===== config.mk =====
export PLATFORM = sky130hd
export DESIGN_NAME = assignment_trail
export DESIGN_NICKNAME = d
export VERILOG_FILES = /design/src/rtl/assignment_trail.sv
export SDC_FILE = /design/constraint.sdc
export NUM_CORES = 2
export LEC_CHECK = 0
export BUFFER_PORTS_ARGS = -buffer_cell sky130_fd_sc_hd__buf_4
export CELL_PAD_IN_SITES_DETAIL_PLACEMENT = 1
export CELL_PAD_IN_SITES_GLOBAL_PLACEMENT = 1
export CORE_MARGIN = 2
export CORE_UTILIZATION = 30
export DETAILED_ROUTE_END_ITERATION = 12
export PLACE_DENSITY = 0.62
export SLEW_MARGIN = 5
export SYNTH_ARGS = -nofsm -noshare
export SYNTH_HDL_FRONTEND = slang
export SYNTH_SLANG_ARGS = --single-unit

===== constraint.sdc =====
create_clock -name clk -period 45.4 [get_ports clk]
set_input_delay 4.54 -clock clk [delete_from_list [all_inputs] [get_ports clk]]
set_output_delay 4.54 -clock clk [all_outputs]
set_load 0.005 [all_outputs]

===== src/rtl/assignment_trail.sv =====
// rtl/assignment_trail.sv - assignment trail stack with lit_assigned/lit_value vectors and chronological backtrack
module assignment_trail #(
    parameter int WIDTH = 8,
    parameter int N = 256,
    localparam int CW = $clog2(N) + 1
) (
    input  logic             clk,
    input  logic             rst,
    input  logic             dec_valid,
    input  logic [WIDTH-1:0] dec_lit,
    input  logic             dec_val,
    input  logic             imp_valid,
    input  logic [WIDTH-1:0] imp_lit,
    input  logic             imp_val,
    input  logic             bt_req,
    output logic [N-1:0]     lit_assigned,
    output logic [N-1:0]     lit_value,
    output logic [CW-1:0]    level,
    output logic [CW-1:0]    trail_count,
    output logic             busy,
    output logic             push_ack,
    output logic             push_rej,
    output logic             bt_done,
    output logic             unsat
);

    typedef enum logic [1:0] {IDLE, POP, FLIP} state_t;

    // Entry layout: {lit, val, is_dec}
    logic [WIDTH+1:0] trail_mem [N];

    state_t           state_q, state_d;
    logic [N-1:0]     lit_assigned_q, lit_assigned_d;
    logic [N-1:0]     lit_value_q, lit_value_d;
    logic [CW-1:0]    level_q, level_d;
    logic [CW-1:0]    count_q, count_d;
    logic             busy_q, busy_d;
    logic             push_ack_q, push_ack_d;
    logic             push_rej_q, push_rej_d;
    logic             bt_done_q, bt_done_d;
    logic             unsat_q, unsat_d;
    logic [WIDTH-1:0] flip_lit_q, flip_lit_d;
    logic             flip_val_q, flip_val_d;

    logic             trail_we;
    logic [WIDTH+1:0] trail_wdata;
    logic [WIDTH-1:0] wr_idx;
    logic [WIDTH-1:0] top_idx;
    logic [WIDTH+1:0] top_entry;
    logic [WIDTH-1:0] top_lit;
    logic [WIDTH-1:0] push_lit;
    logic             push_val;
    logic             push_dec;

    assign wr_idx    = WIDTH'(count_q);
    assign top_idx   = WIDTH'(count_q - CW'(1));
    assign top_entry = trail_mem[top_idx];
    assign top_lit   = top_entry[WIDTH+1:2];

    always_comb begin
        state_d        = state_q;
        lit_assigned_d = lit_assigned_q;
        lit_value_d    = lit_value_q;
        level_d        = level_q;
        count_d        = count_q;
        busy_d         = busy_q;
        push_ack_d     = 1'b0;
        push_rej_d     = 1'b0;
        bt_done_d      = 1'b0;
        unsat_d        = 1'b0;
        flip_lit_d     = flip_lit_q;
        flip_val_d     = flip_val_q;
        trail_we       = 1'b0;
        trail_wdata    = '0;
        // Implications outrank decisions; the loser of a same-cycle pair is simply dropped
        push_lit = imp_valid ? imp_lit : dec_lit;
        push_val = imp_valid ? imp_val : dec_val;
        push_dec = !imp_valid;

        case (state_q)
            IDLE: begin
                if (bt_req) begin
                    if (level_q == '0) begin
                        unsat_d = 1'b1;
                    end else begin
                        state_d = POP;
                        busy_d  = 1'b1;
                    end
                end else if (imp_valid || dec_valid) begin
                    if (push_lit != '0 && !lit_assigned_q[push_lit] && count_q < CW'(N)) begin
                        trail_we                = 1'b1;
                        trail_wdata             = {push_lit, push_val, push_dec};
                        count_d                 = count_q + CW'(1);
                        lit_assigned_d[push_lit] = 1'b1;
                        lit_value_d[push_lit]    = push_val;
                        if (push_dec) begin
                            level_d = level_q + CW'(1);
                        end
                        push_ack_d = 1'b1;
                    end else begin
                        push_rej_d = 1'b1;
                    end
                end
            end
            POP: begin
                count_d                 = count_q - CW'(1);
                lit_assigned_d[top_lit] = 1'b0;
                lit_value_d[top_lit]    = 1'b0;
                if (top_entry[0]) begin
                    flip_lit_d = top_lit;
                    flip_val_d = top_entry[1];
                    level_d    = level_q - CW'(1);
                    state_d    = FLIP;
                end
            end
            FLIP: begin
                // Re-pushed as an implication so it is never flipped a second time
                trail_we                   = 1'b1;
                trail_wdata                = {flip_lit_q, ~flip_val_q, 1'b0};
                count_d                    = count_q + CW'(1);
                lit_assigned_d[flip_lit_q] = 1'b1;
                lit_value_d[flip_lit_q]    = ~flip_val_q;
                bt_done_d                  = 1'b1;
                busy_d                     = 1'b0;
                state_d                    = IDLE;
            end
            default: begin
                state_d = IDLE;
                busy_d  = 1'b0;
            end
        endcase
    end

    always_ff @(posedge clk) begin
        if (rst) begin
            state_q        <= IDLE;
            lit_assigned_q <= '0;
            lit_value_q    <= '0;
            level_q        <= '0;
            count_q        <= '0;
            busy_q         <= 1'b0;
            push_ack_q     <= 1'b0;
            push_rej_q     <= 1'b0;
            bt_done_q      <= 1'b0;
            unsat_q        <= 1'b0;
            flip_lit_q     <= '0;
            flip_val_q     <= 1'b0;
        end else begin
            state_q        <= state_d;
            lit_assigned_q <= lit_assigned_d;
            lit_value_q    <= lit_value_d;
            level_q        <= level_d;
            count_q        <= count_d;
            busy_q         <= busy_d;
            push_ack_q     <= push_ack_d;
            push_rej_q     <= push_rej_d;
            bt_done_q      <= bt_done_d;
            unsat_q        <= unsat_d;
            flip_lit_q     <= flip_lit_d;
            flip_val_q     <= flip_val_d;
        end
    end

    // Trail contents are don't-care after reset, so the stack memory carries no reset
    always_ff @(posedge clk) begin
        if (trail_we) begin
            trail_mem[wr_idx] <= trail_wdata;
        end
    end

    assign lit_assigned = lit_assigned_q;
    assign lit_value    = lit_value_q;
    assign level        = level_q;
    assign trail_count  = count_q;
    assign busy         = busy_q;
    assign push_ack     = push_ack_q;
    assign push_rej     = push_rej_q;
    assign bt_done      = bt_done_q;
    assign unsat        = unsat_q;

endmodule

======== Yosys cells after proc, flatten, opt, wreduce, memory -nomap -nowiden ========
Memories as Yosys holds them, arrays and structs flattened.
Cells that the tools add are included.
operators by class
  magnitude comparators ................... 7
  add/subtract/negate cells ............... 4
  reductions and logical operators ........ 21
  muxes and demuxes ....................... 50
  bitwise logic cells ..................... 10
  eq/ne operators ......................... 9
operator list
  cell                   count
  $mux W256              6
  $pmux W256 S3          2
  $and A256 B256 Y256    2
  $bwmux W256            2
  $or A256 B256 Y256     2
  $not A256 Y256         1
  $mux W9                8
  $mux W10               3
  $lt A8 B9 Y1 const B   3
  $pmux W9 S3            1
  $demux W1 S8           3
  $ge A8 B1 Y1 const B   3
  $pmux W10 S2           1
  $add A9 B1 Y9 const B  2
  $pmux W9 S2            1
  $sub A9 B1 Y9 const B  2
  $mux W1                15
  $ne A2 B2 Y1 const B   7
  $logic_not A9 Y1       1
  $lt A9 B9 Y1 const B   1
  $bmux W1 S8            1
  $mux W8                1
  $reduce_bool A8 Y1     1
  $mux W2                3
  18 further kinds       29
word-level totals
  bits in writable memories ............... 2560
  memories ................................ 1
  register bits after elaboration ......... 546
  input bits .............................. 23
memories
  memory     words  width  read ports  clocked after Yosys merged registers in  wr ports  RTL line  source
  trail_mem  256    10     1           0                                        1         30        logic [WIDTH+1:0] trail_mem [N];

======== Depth between registers and ports, before layout ========
  word-level depth ........................ 12
  gate-level depth with buffers ........... 26

======== Worst setup path after synthesis ========
OpenSTA, ideal clock, no wires.
  path kind ............................... input to register
  start ................................... input port imp_valid
  end ..................................... memory trail_mem[0][2] (netlist bit) (data pin)
  path slack .............................. 26202 ps
  arrival time ............................ 17011 ps
  path buffers ............................ 5
  cell stages on the path ................. 13
  required time ........................... 43213 ps
  path through ............................ buf_2 -> and3b_1 -> clkbuf_1 -> clkbuf_1 -> o21a_1 -> o41ai_1 -> a41oi_1 -> o41ai_1 -> nand4_1 -> or3_1 -> clkbuf_1 -> clkbuf_1 -> o21ai_0
between the ends
  longest elaborated chain between the ends .. 10
  elaborated cells between the ends (all ways) .. 12
  classes of those cells .................. mux: 7; reduce/logical: 5
ends and longest elaborated chain
  what                              RTL line  source
  start, declared                   12        input logic imp_valid,
  $mux W8                           76        push_lit = imp_valid ? imp_lit : dec_lit;
  $bmux W1 S8                       90        if (push_lit != '0 && !lit_assigned_q[push_lit] && count_q < CW'(N)) begin
  $mux W1 (implied by the code)     90
  $logic_not A1 Y1                  90
  $logic_and A1 B1 Y1 (2 in a row)  90
  $mux W10                          90
  $mux W10 (*)                      89        end else if (imp_valid || dec_valid) begin
  $mux W10 (*)                      82        if (bt_req) begin
  $pmux W10 S2 (*)                  80        case (state_q)
  net trail_wdata[2]                46        logic [WIDTH+1:0] trail_wdata;
  end, declared                     30
Mark *: on every way through the listed nets, which the timed path passes. The rest lies on a longest branch. The select of a mux whose other input is x is not followed.

======== Worst setup path after layout ========
  start ................................... input port imp_valid
  end ..................................... memory trail_mem[92][9] (netlist bit) (data pin)
The elaborated chain is that of the path after synthesis.

==> impl_metrics.tcl <==
set metrics [dict create \
    status "finished, violations left" \
    violations "max-capacitance violations, max-slew violations" \
    max-slew-margin-rel -0.08804 \
    reg2reg_to "lit_assigned[68]$_SDFFE_PP0P_" \
    netlist_instances 9696 \
    clockRootBuffer "clkbuf_16" \
    worst-endpoint-arrival_ns 11.42 \
    area_growth_pct 15.87 \
    synth-edff-count 2560 \
    syn_nets 9734 \
    ys_seq_elements 3106 \
    htreeDepth 5 \
    final_nets 9931 \
    cap_violations 1 \
    die_height_um 679.3 \
    ff2ff_setup_slack_ns 36.31 \
    ys_seq_area_frac 0.6418 \
    rows 247 \
    routedWlPerCell_um 36.00 \
    drv_slew 68 \
    post_cts_resized 0 \
    clock-sinks 3106 \
    critPathCaptureType "flop" \
    drt_first_pass_iters 9 \
    totalWireLength_mm 582.0 \
    fp.dieArea_mm2 0.4614 \
    dieWidth_um 679.3 \
    hpwl_mm 362.4 \
    clk_latency_ns 0.98 \
    setup_violations 0 \
    p_leak_nw 50.22 \
    cts_tree "built" \
    start_kind "primary input" \
    io_buffers 557 \
    powerDensity_mw_per_mm2 71.11 \
    register_area_mm2 0.08781 \
    final_common_cell "edfxtp_1" \
    clock_skew_ns 0.06813 \
    grt-ovfl-total 0 \
    crit_type "primary input to flop" \
    track_usage 0.2435 \
    drive_gt1_frac 0.2070 \
    synthFlopType "edfxtp_1" \
    r2r.worst_path.cells 15 \
    grt_pass1_wl_mm 805.8 \
    rsz0062_at_grt "false" \
    worstMarginPinSlew_ns 1.632 \
    gp_congestion 0.9069 \
    holdPathEnd "lit_assigned[94]$_SDFFE_PP0P_" \
    grt_start_max_net_pins 226 \
    holdPathStages 2 \
    cts.hold.buffers_added 0 \
    drt_iter0_markers 12600 \
    post-route-period-util 0.2391 \
    numCtsBuffers 337 \
    ys_warn_count 0 \
    worstReg2RegStart "trail_count[1]$_SDFFE_PP0P_" \
    worstPathMaxFanout 83 \
    yosysUniqueCellTypes 78 \
    fin_crit_ns 10.85 \
    tns_ns 0 \
    ant_nets 0 \
    drcViolationCount 0 \
    min-delay-start "lit_assigned[94]$_SDFFE_PP0P_" \
    synthArstFlopShare 0 \
    worstHoldPathType "flop to flop" \
    vias 98780 \
    cp_data_required_time_ns 45.97 \
    ios 558 \
    cts_buffer_depth 4 \
    final-hold-violation-count 0 \
    antenna_found_initial 45 \
    multi_input_area_mm2 0.04552 \
    final_cell_mix "edfxtp_1, nand2_1, buf_4, mux4_2, dfxtp_1" \
    syn_area_mm2 0.1368 \
    finalPower_mw 11.27 \
    cts.clk_slew.worst_paths_ns 0.05 \
    fmax_mhz 92.13 \
    core_mm2 0.4534 \
    via_per_inst 6.111 \
    grt_pass1_vias 98850 \
    post_cts_buffers 0 \
    syn_area_per_cell_um2 14.11 \
    initial_utilization 0.3017 \
    ir_drop_v 0.0001359 \
    n_fill_cell 46900 \
]
synth_stat cells, drive strengths merged (6+ instances only):
master	n	area share
mux2i	102	0.0075
nand3	170	0.0063
a22oi	23	0.0013
o311ai	257	0.016
nor2b	21	0.00096
o211ai	258	0.014
clkbuf	702	0.019
xnor2	14	0.00095
a31oi	272	0.012
nand4	68	0.0031
nor3	218	0.0080
o21a	194	0.011
a211oi	12	0.00070
o31ai	61	0.0034
nand2	893	0.025
nor2	445	0.012
a41oi	24	0.0015
mux4	673	0.11
and2	8	0.00037
a311oi	255	0.016
ha	14	0.0013
a32oi	34	0.0022
a21boi	257	0.014
or2	8	0.00037
a21o	260	0.014
a21oi	307	0.011
and3	20	0.00091
xor2	8	0.00057
o21ai	576	0.021
or3	6	0.00027
buf	249	0.011
nor4	6	0.00032
o22ai	19	0.00087
dfxtp	546	0.080
o41ai	53	0.0034
edfxtp	2560	0.56
a221oi	16	0.0011
inv	18	0.00049
nand2b	17	0.00078
per-stage QoR:
stage	std cells	setup slack (ns)	hold WS, ns	util	area, um2
2_1_floorplan	9696	26.20	0.4773	-	136800
3_3_place_gp	15530	33.93	0.4930	0.3246	147200
3_5_place_dp	15530	33.81	0.5079	0.3246	147200
4_1_cts	16140	34.80	0.5155	0.3494	158400
5_1_grt	16150	34.49	0.5572	0.3496	158500
6_report	16170	34.55	0.5151	0.3496	158500
layer usage:
layer	wire [um]	GRT usage	up-vias
met5	58	0	-
met4	46600	0.1640	10
met3	54360	0.05326	1632
met2	262400	0.3762	5935
met1	218600	0.3065	51780
li1	-	-	39430
critical path, cell delays in order:
cell	delay (ns)
buf_4	0.49
and3b_2	0.28
buf_4	0.36
o21a_1	0.30
o41ai_1	0.44
a41oi_1	0.35
nor4_1	0.49
o22ai_1	0.39
or3_1	0.79
o21ai_4	0.75
buf_4	0.94
buf_4	0.87
registers in the layout (all words and copies together) (netlist names), named ones only:
name and cells:
push_ack 1, flip_val_q 1, unsat 1, bt_done 1, lit_assigned 256, trail_count 9
flip_lit_q 8, level 9, state_q 2, busy 1, push_rej 1, trail_mem 2560
how the worst max path moves through the flow:
stage | startpoint | end | slack (ns) | cells past startpoint
floorplan | imp_valid | trail_mem[0][2]$_DFFE_PP_ | 26.20 | 13
global placement | imp_valid | trail_mem[220][9]$_DFFE_PP_ | 33.93 | 12
detailed placement | imp_valid | trail_mem[212][9]$_DFFE_PP_ | 33.81 | 12
CTS | imp_valid | trail_mem[92][9]$_DFFE_PP_ | 34.80 | 12
global route | imp_valid | trail_mem[92][9]$_DFFE_PP_ | 34.49 | 12
finish | imp_valid | trail_mem[92][9]$_DFFE_PP_ | 34.55 | 12
cells by family after synthesis:
kind of cell             share of synthesized area
AO/OA/AOI/OAI                               0.1473
XOR/XNOR                                  0.001518
adder cells (fa/ha/maj)                   0.001427
buffers and inverters                      0.03027
flip-flops                                  0.6418
multiplexers                                0.1183
AND/OR/NAND/NOR                            0.05930
area by class of cell:
class                           count  share of cell area
Sequential cell                  3106              0.5540
Multi-Input combinational cell   5621              0.2872
Clock buffer                      425             0.05709
Tap cell                         5976             0.04717
Timing Repair Buffer              809             0.03997
Clock inverter                    186             0.01371
Inverter                           18           0.0005052
Antenna cell                       24           0.0003789
power breakdown:
| part | internal (mW) | switching (mW) | total, mW |
|---|---|---|---|
| Sequential | 3.28 | 0.120 | 3.40 |
| Clock | 1.63 | 1.22 | 2.84 |
| Combinational | 1.35 | 3.68 | 5.03 |
Note: power is estimated with default switching activity, not from simulation.
